[src/rtl/mem_arb_pkg.sv]
`default_nettype none
// +----------------------------------------------------------------------------+
// | Module   : mem_arb_pkg                                                     |
// | Purpose  : Shared types and constants for the IF/MEM memory-port arbiter:  |
// |            FSM state encoding, timeout fill word and width defaults.       |
// | Contents : arb_state_e, C_MEM_FILL, C_FAIR_W, C_*_DEF defaults             |
// | Revision : 1.0  initial release                                            |
// +----------------------------------------------------------------------------+
package mem_arb_pkg;

  localparam int unsigned C_ADDR_W_DEF      = 32;
  localparam int unsigned C_DATA_W_DEF      = 32;
  localparam int unsigned C_FAIR_MAX_DEF    = 4;
  localparam int unsigned C_TIMEOUT_CYC_DEF = 16;

  // Fairness counter width; FAIR_MAX is bounded to 1..15.
  localparam int unsigned C_FAIR_W = 4;

  // Word returned to the requester when an access is abandoned by the watchdog.
  localparam logic [31:0] C_MEM_FILL = 32'hDEAD_BEEF;

  typedef enum logic [2:0] {
    ST_IDLE   = 3'd0,
    ST_BUSY_I = 3'd1,
    ST_BUSY_D = 3'd2,
    ST_RESP_I = 3'd3,
    ST_RESP_D = 3'd4
  } arb_state_e;

endpackage : mem_arb_pkg
`default_nettype wire

[src/rtl/mem_arb_timer.sv]
`default_nettype none
// +----------------------------------------------------------------------------+
// | Module   : mem_arb_timer                                                   |
// | Purpose  : Clear/increment watchdog counter with terminal-count compare.   |
// |            tc_o is high while the count sits at LIMIT-1, so a caller that  |
// |            qualifies it with inc_i sees the limit reached on that cycle.   |
// | Ports    : clk_i, rst_ni   clock / async active-low reset                  |
// |            clr_i           load count with 0 (wins over inc_i)             |
// |            inc_i           advance count by one (saturating)               |
// |            tc_o            count == LIMIT-1                                |
// | Revision : 1.0  initial release                                            |
// +----------------------------------------------------------------------------+
module mem_arb_timer #(
  parameter int unsigned LIMIT = 16
) (
  input  logic clk_i,
  input  logic rst_ni,
  input  logic clr_i,
  input  logic inc_i,
  output logic tc_o
);

  localparam int unsigned C_CNT_W = $clog2(LIMIT + 1);
  localparam logic [C_CNT_W-1:0] C_TC = C_CNT_W'(LIMIT - 1);

  logic [C_CNT_W-1:0] cnt_q;

  always_ff @(posedge clk_i or negedge rst_ni) begin
    if (!rst_ni) begin
      cnt_q <= '0;
    end else if (clr_i) begin
      cnt_q <= '0;
    end else if (inc_i && (cnt_q != C_TC)) begin
      cnt_q <= cnt_q + 1'b1;
    end
  end

  assign tc_o = (cnt_q == C_TC);

endmodule : mem_arb_timer
`default_nettype wire

[src/rtl/mem_port_arbiter.sv]
`default_nettype none
// +----------------------------------------------------------------------------+
// | Module   : mem_port_arbiter                                                |
// | Purpose  : Shares the single-ported unified memory between instruction     |
// |            fetch (IF) and load/store (MEM), drives the memory handshake,   |
// |            registers read data and generates pipeline stall enables.       |
// | Ports    : clk_i, rst_ni            clock / async active-low reset         |
// |            if_*                     fetch request/response                 |
// |            d_*                      data request/response                  |
// |            mem_*                    memory request/acknowledge             |
// |            pc_write_o, ifid_write_o, exmem_hold_o   stall controls         |
// |            mem_err_o                sticky watchdog timeout flag           |
// | Options  : MEM_TIMEOUT_EN - enables the BUSY watchdog (mem_arb_timer);     |
// |            without it mem_err_o is 0 and BUSY waits for mem_ack forever.   |
// | Revision : 1.0  initial release                                            |
// +----------------------------------------------------------------------------+
module mem_port_arbiter
  import mem_arb_pkg::*;
#(
  parameter int unsigned ADDR_W      = C_ADDR_W_DEF,
  parameter int unsigned DATA_W      = C_DATA_W_DEF,
  parameter int unsigned FAIR_MAX    = C_FAIR_MAX_DEF,
  parameter int unsigned TIMEOUT_CYC = C_TIMEOUT_CYC_DEF
) (
  input  logic              clk_i,
  input  logic              rst_ni,
  // fetch port
  input  logic              if_req_i,
  input  logic [ADDR_W-1:0] if_addr_i,
  output logic [DATA_W-1:0] if_rdata_o,
  output logic              if_ready_o,
  // data port
  input  logic              d_req_i,
  input  logic              d_we_i,
  input  logic [ADDR_W-1:0] d_addr_i,
  input  logic [DATA_W-1:0] d_wdata_i,
  output logic [DATA_W-1:0] d_rdata_o,
  output logic              d_ready_o,
  // memory port
  output logic              mem_req_o,
  output logic              mem_we_o,
  output logic [ADDR_W-1:0] mem_addr_o,
  output logic [DATA_W-1:0] mem_wdata_o,
  input  logic [DATA_W-1:0] mem_rdata_i,
  input  logic              mem_ack_i,
  // pipeline control
  output logic              pc_write_o,
  output logic              ifid_write_o,
  output logic              exmem_hold_o,
  output logic              mem_err_o
);

  localparam logic [C_FAIR_W-1:0] C_FAIR_LIM = C_FAIR_W'(FAIR_MAX);
  localparam logic [DATA_W-1:0]   C_FILL     = DATA_W'(C_MEM_FILL);

  // Elaboration-time parameter sanity check.
  if ((FAIR_MAX < 1) || (FAIR_MAX > 15) || (TIMEOUT_CYC < 1)) begin : g_bad_param
    $error("mem_port_arbiter: FAIR_MAX must be 1..15 and TIMEOUT_CYC >= 1");
  end

  arb_state_e          state_q;
  logic                mem_req_q;
  logic                mem_we_q;
  logic [ADDR_W-1:0]   mem_addr_q;
  logic [DATA_W-1:0]   mem_wdata_q;
  logic [DATA_W-1:0]   if_rdata_q;
  logic [DATA_W-1:0]   d_rdata_q;
  logic                if_ready_q;
  logic                d_ready_q;
  logic [C_FAIR_W-1:0] fair_cnt_q;
  logic [C_FAIR_W-1:0] fair_cnt_d;

  logic                w_grant_d;
  logic                w_timeout;

  // Data (older instruction) wins unless fetch has been starved FAIR_MAX times.
  assign w_grant_d = d_req_i && ((fair_cnt_q < C_FAIR_LIM) || !if_req_i);

  // Count only consecutive data grants that overtook a waiting fetch.
  always_comb begin
    fair_cnt_d = '0;
    if (if_req_i) begin
      fair_cnt_d = (fair_cnt_q == C_FAIR_LIM) ? C_FAIR_LIM : fair_cnt_q + 1'b1;
    end
  end

`ifdef MEM_TIMEOUT_EN
  logic w_busy;
  logic w_start;
  logic w_tc;
  logic mem_err_q;

  assign w_busy    = (state_q == ST_BUSY_I) || (state_q == ST_BUSY_D);
  assign w_start   = (state_q == ST_IDLE) && (d_req_i || if_req_i);
  // An ack on the limit cycle completes normally and does not flag an error.
  assign w_timeout = w_busy && !mem_ack_i && w_tc;

  mem_arb_timer #(
    .LIMIT (TIMEOUT_CYC)
  ) u_timer (
    .clk_i  (clk_i),
    .rst_ni (rst_ni),
    .clr_i  (w_start),
    .inc_i  (w_busy && !mem_ack_i),
    .tc_o   (w_tc)
  );

  always_ff @(posedge clk_i or negedge rst_ni) begin
    if (!rst_ni) begin
      mem_err_q <= 1'b0;
    end else if (w_timeout) begin
      mem_err_q <= 1'b1;
    end
  end

  assign mem_err_o = mem_err_q;
`else
  assign w_timeout = 1'b0;
  assign mem_err_o = 1'b0;
`endif

  always_ff @(posedge clk_i or negedge rst_ni) begin
    if (!rst_ni) begin
      state_q     <= ST_IDLE;
      mem_req_q   <= 1'b0;
      mem_we_q    <= 1'b0;
      mem_addr_q  <= '0;
      mem_wdata_q <= '0;
      if_rdata_q  <= '0;
      d_rdata_q   <= '0;
      if_ready_q  <= 1'b0;
      d_ready_q   <= 1'b0;
      fair_cnt_q  <= '0;
    end else begin
      if_ready_q <= 1'b0;
      d_ready_q  <= 1'b0;
      case (state_q)
        ST_IDLE: begin
          if (w_grant_d) begin
            state_q     <= ST_BUSY_D;
            mem_req_q   <= 1'b1;
            mem_we_q    <= d_we_i;
            mem_addr_q  <= d_addr_i;
            mem_wdata_q <= d_wdata_i;
            fair_cnt_q  <= fair_cnt_d;
          end else if (if_req_i) begin
            state_q    <= ST_BUSY_I;
            mem_req_q  <= 1'b1;
            mem_we_q   <= 1'b0;
            mem_addr_q <= if_addr_i;
            fair_cnt_q <= '0;
          end
        end

        ST_BUSY_I: begin
          if (mem_ack_i || w_timeout) begin
            state_q    <= ST_RESP_I;
            mem_req_q  <= 1'b0;
            if_ready_q <= 1'b1;
            if_rdata_q <= mem_ack_i ? mem_rdata_i : C_FILL;
          end
        end

        ST_BUSY_D: begin
          if (mem_ack_i || w_timeout) begin
            state_q   <= ST_RESP_D;
            mem_req_q <= 1'b0;
            mem_we_q  <= 1'b0;
            d_ready_q <= 1'b1;
            // Stores leave the load-data register untouched.
            if (!mem_we_q) begin
              d_rdata_q <= mem_ack_i ? mem_rdata_i : C_FILL;
            end
          end
        end

        // One-cycle response; no regrant so the requester can drop req.
        ST_RESP_I,
        ST_RESP_D: state_q <= ST_IDLE;

        default: state_q <= ST_IDLE;
      endcase
    end
  end

  logic w_stall_i;
  logic w_stall_d;

  assign w_stall_i = if_req_i & ~if_ready_q;
  assign w_stall_d = d_req_i & ~d_ready_q;

  assign pc_write_o   = ~(w_stall_i | w_stall_d);
  assign ifid_write_o = ~(w_stall_i | w_stall_d);
  assign exmem_hold_o = w_stall_d;

  assign mem_req_o   = mem_req_q;
  assign mem_we_o    = mem_we_q;
  assign mem_addr_o  = mem_addr_q;
  assign mem_wdata_o = mem_wdata_q;
  assign if_rdata_o  = if_rdata_q;
  assign if_ready_o  = if_ready_q;
  assign d_rdata_o   = d_rdata_q;
  assign d_ready_o   = d_ready_q;

endmodule : mem_port_arbiter
`default_nettype wire

[config.mk]
export PLATFORM = sky130hd
export DESIGN_NAME = mem_port_arbiter
export DESIGN_NICKNAME = d
export VERILOG_FILES = /design/src/rtl/mem_arb_pkg.sv /design/src/rtl/mem_arb_timer.sv /design/src/rtl/mem_port_arbiter.sv
export SDC_FILE = /design/constraint.sdc
export NUM_CORES = 1
export LEC_CHECK = 0
export ABC_AREA = 1
export ABC_CLOCK_PERIOD_IN_PS = 1300
export BUFFER_PORTS_ARGS = -buffer_cell sky130_fd_sc_hd__buf_2
export CAP_MARGIN = 20
export CORE_ASPECT_RATIO = 0.7
export CORE_MARGIN = 8
export CORE_UTILIZATION = 40
export CTS_CLUSTER_DIAMETER = 50
export DETAILED_ROUTE_END_ITERATION = 6
export HOLD_SLACK_MARGIN = 0.05
export PLACE_DENSITY = 0.73
export SYNTH_ARGS = -nofsm -noshare
export SYNTH_HDL_FRONTEND = slang
export SYNTH_SLANG_ARGS = --single-unit
[constraint.sdc]
create_clock -name clk_i -period 1.3 [get_ports clk_i]
set_clock_uncertainty 0.05 [all_clocks]
set_input_delay 0.065 -clock clk_i [delete_from_list [all_inputs] [get_ports clk_i]]
set_output_delay 0.065 -clock clk_i [all_outputs]
set_load 0.005 [all_outputs]
==> metrics <==
Sink Count between 100 and 150; die area 0.0191 mm²; routed vias/inst about 5.1; sequential share of power between 30% and 40%; dpl cells approximately 1100; failing checks setup timing; internal power 14.7 mW; syn_area_per_cell 8.60 µm²; Hold Violations, Final 0; Crit-path slowest cell dfrtp_1; drc violations 0; Synth top area share around three fifths; status finished with violations; DR iter-0 viols about 550; first-pass GRT wire length about 34000 µm; most common cell after layout, fill and taps aside buf_2; CTS root buf clkbuf_16; final WL 27200 µm; Post-Syn Nets between 800 and 900; power density cells roughly 2200 mW/mm²; fin crit share 117%; CTS tree yes; combinational fraction of design power between 40% and 50%; fin worst setup slack -0.221 ns; synthesized area 0.00595 mm²; Final Power approximately 24 mW; vias in the first global route 6626; Max Fanout on Critical Path 8; Initial Utilization between 40 and 50%; floorplan core area 0.0146 mm²; Pins Over Slew Limit 0; initial antenna violation count 4; GRT Overall Usage roughly 22%; Synth area leaders dfrtp_1 59%, nand2_1 16%, inv_1 4.9%, nand3b_1 4.0%, nand3_1 3.1%; Final min period about 1.5 ns; maximum VDD drop roughly 1200 µV; setup violation total in the final timing report 124; row count 37; total number of vias between 6000 and 7000; Chip Height roughly 120 µm; Max Buffers Root-to-Sink 2; CTS clock-pin slew for the worst setup and hold paths 0.06 ns; synth warn 0; post-synthesis sequential area ratio about 59%; io pins 270; global route overflow 0; fin nets around 1300; largest net degree at the start of global routing 65; Net Sw Frac 38.8%; dpl hpwl ~13000 µm; total negative slack -10.55 ns; drt pass-1 iters 5; Crit. End Element flip-flop; Hold/Removal Path Class in2async; Inserted Clock Buffers 17; Syn Inst Count between 600 and 700; chip width 162 µm; post-route ant nets 0; post-synth top area cell dfrtp_1; Unique masters post-synth 22; Max Clk Rate about 660 MHz; port bufs approximately 270; switching power 9.34 mW; Worst path max stage delay roughly 0.42 ns; most frequent cells in the layout 267 x buf_2, 176 x nand2_1, 139 x dfrtp_1; GPL Wtd Cong 0.809; worst path cell trace o21ai_4 > nand2_4 > nor2_4 > buf_12 > clkbuf_16 > nand2_1 > nand2_1; crit path kind reg2reg; Startpoint Class flip-flop; Synth Register Bits roughly 140; share of cells above drive strength 1 47.0%; Avg WL per Cell 20.2 µm; Post-Layout Cell Count about 1300; CP delay by family, top simple AND/OR/NAND/NOR gates; Clock power frac between 20% and 30%; htree depth 4; RSZ-0062 raised after global routing yes; layout overhead on the synthesized area 86.8%; Worst Path Arrival approximately 1.8 ns; Pleak roughly 5.8 nW; critical path's most frequent cell nand2_1; critical path required time 1.59 ns; worst path buffer plus inverter count 2; Max-Cap Viols 0; clk_lat worst skew about 0.4 ns
-- power groups by stage --
stage	registers, mW	logic, mW	clock network (mW)
floorplan	7.62	3.33	0
global placement	7.43	6.87	0
detailed placement	7.44	7.11	0
CTS	7.43	7.49	4.92
global route	8.13	12.0	5.13
finish	7.95	11.2	4.87
-- flip-flops by register name, summed over array words and instances, names as in the netlist --
register and cells:
d_rdata_o 32, if_rdata_o 32, mem_addr_o 32, mem_wdata_o 32, d_ready_o 1, fair_cnt_q 4, if_ready_o 1, mem_req_o 1
mem_we_o 1, state_q 3
-- cell families after synthesis --
group / Yosys count / share of synthesized area (%)
xor+xnor: 1 / 0.147
fa+ha+maj: 2 / 0.421
simple gates: 360 / 25.9
buf+inv: 117 / 8.78
compound gates: 71 / 6.23
other cells: 1 / 0.0631
flops: 139 / 58.5
-- path summary, 6_finish.rpt --
kind | startpoint | to | depth (start not counted) | slack (ns)
setup / recovery | fair_cnt_q[3]$_DFFE_PN0P_ | mem_wdata_o[18]$_DFFE_PN0P_ | 7 | -0.22
hold / removal | rst_ni | d_rdata_o[3]$_DFFE_PN0P_ | 2 | 0.06
setup reg to reg | fair_cnt_q[3]$_DFFE_PN0P_ | mem_wdata_o[18]$_DFFE_PN0P_ | 7 | -0.22
hold reg to reg | mem_addr_o[13]$_DFFE_PN0P_ | mem_addr_o[13]$_DFFE_PN0P_ | 2 | 0.42
max in group asynchronous | rst_ni | mem_addr_o[27]$_DFFE_PN0P_ | 3 | 0.54
min in group clk_i | d_req_i | mem_wdata_o[8]$_DFFE_PN0P_ | 5 | 0.22
-- worst register-to-register path, stage by stage, from the launching register on --
cell	delay, ns
dfrtp_1	0.42
o21ai_4	0.25
nand2_4	0.11
nor2_4	0.13
buf_12	0.14
clkbuf_16	0.17
nand2_1	0.08
nand2_1	0.11
-- per-stage QoR --
| stage | instance area [µm²] | setup slack [ns] | utilization [%] | hold slack, ns |
|---|---|---|---|---|
| 2_1_floorplan | 5950 | 0.00948 | - | -0.281 |
| 3_3_place_gp | 7610 | -0.0174 | 52.1 | -0.0759 |
| 3_5_place_dp | 7610 | -0.0798 | 52.1 | -0.0760 |
| 4_1_cts | 9560 | -0.0669 | 65.3 | 0.0554 |
| 5_1_grt | 11100 | -0.295 | 75.9 | 0.0741 |
| 6_report | 11100 | -0.221 | 75.9 | 0.0632 |
-- what timing repair did --
action                                 in CTS  in global routing
endpoints found under the hold margin     275                  0
hold buffers                              132                  0
pin swaps                                   1                 48
resized for setup                          14                280
gates cloned                                0                 26
setup buffers                               0                 11
setup endpoints to repair                 107                137
-- layout make-up --
class	instances	area, µm²
flip-flops and latches	139	3480
clock buffers	19	443
repair buffers	461	3700
clock inverters	12	139
multi-input cells	435	2780
well taps	195	244
inverters	79	318
diodes	4	10.0
fillers	881	3520
-- metal layers --
metal / GRT usage (%) / part of all wire (%)
met4: 8.77 / 3.5
met5: 0 / 0
met2: 36.5 / 48
met3: 7.93 / 9.7
met1: 25.1 / 39
-- cell usage after synthesis, drive strengths merged --
cell type,number
nand3,37
nand4,2
ha,2
conb,1
o21ai,36
buf,29
nand2,249
nor2,40
inv,79
clkbuf,9
a21oi,33
nand3b,32
o22ai,1
dfrtp,139
xnor2,1
o211ai,1
Note: power is estimated with default switching activity, not from simulation.
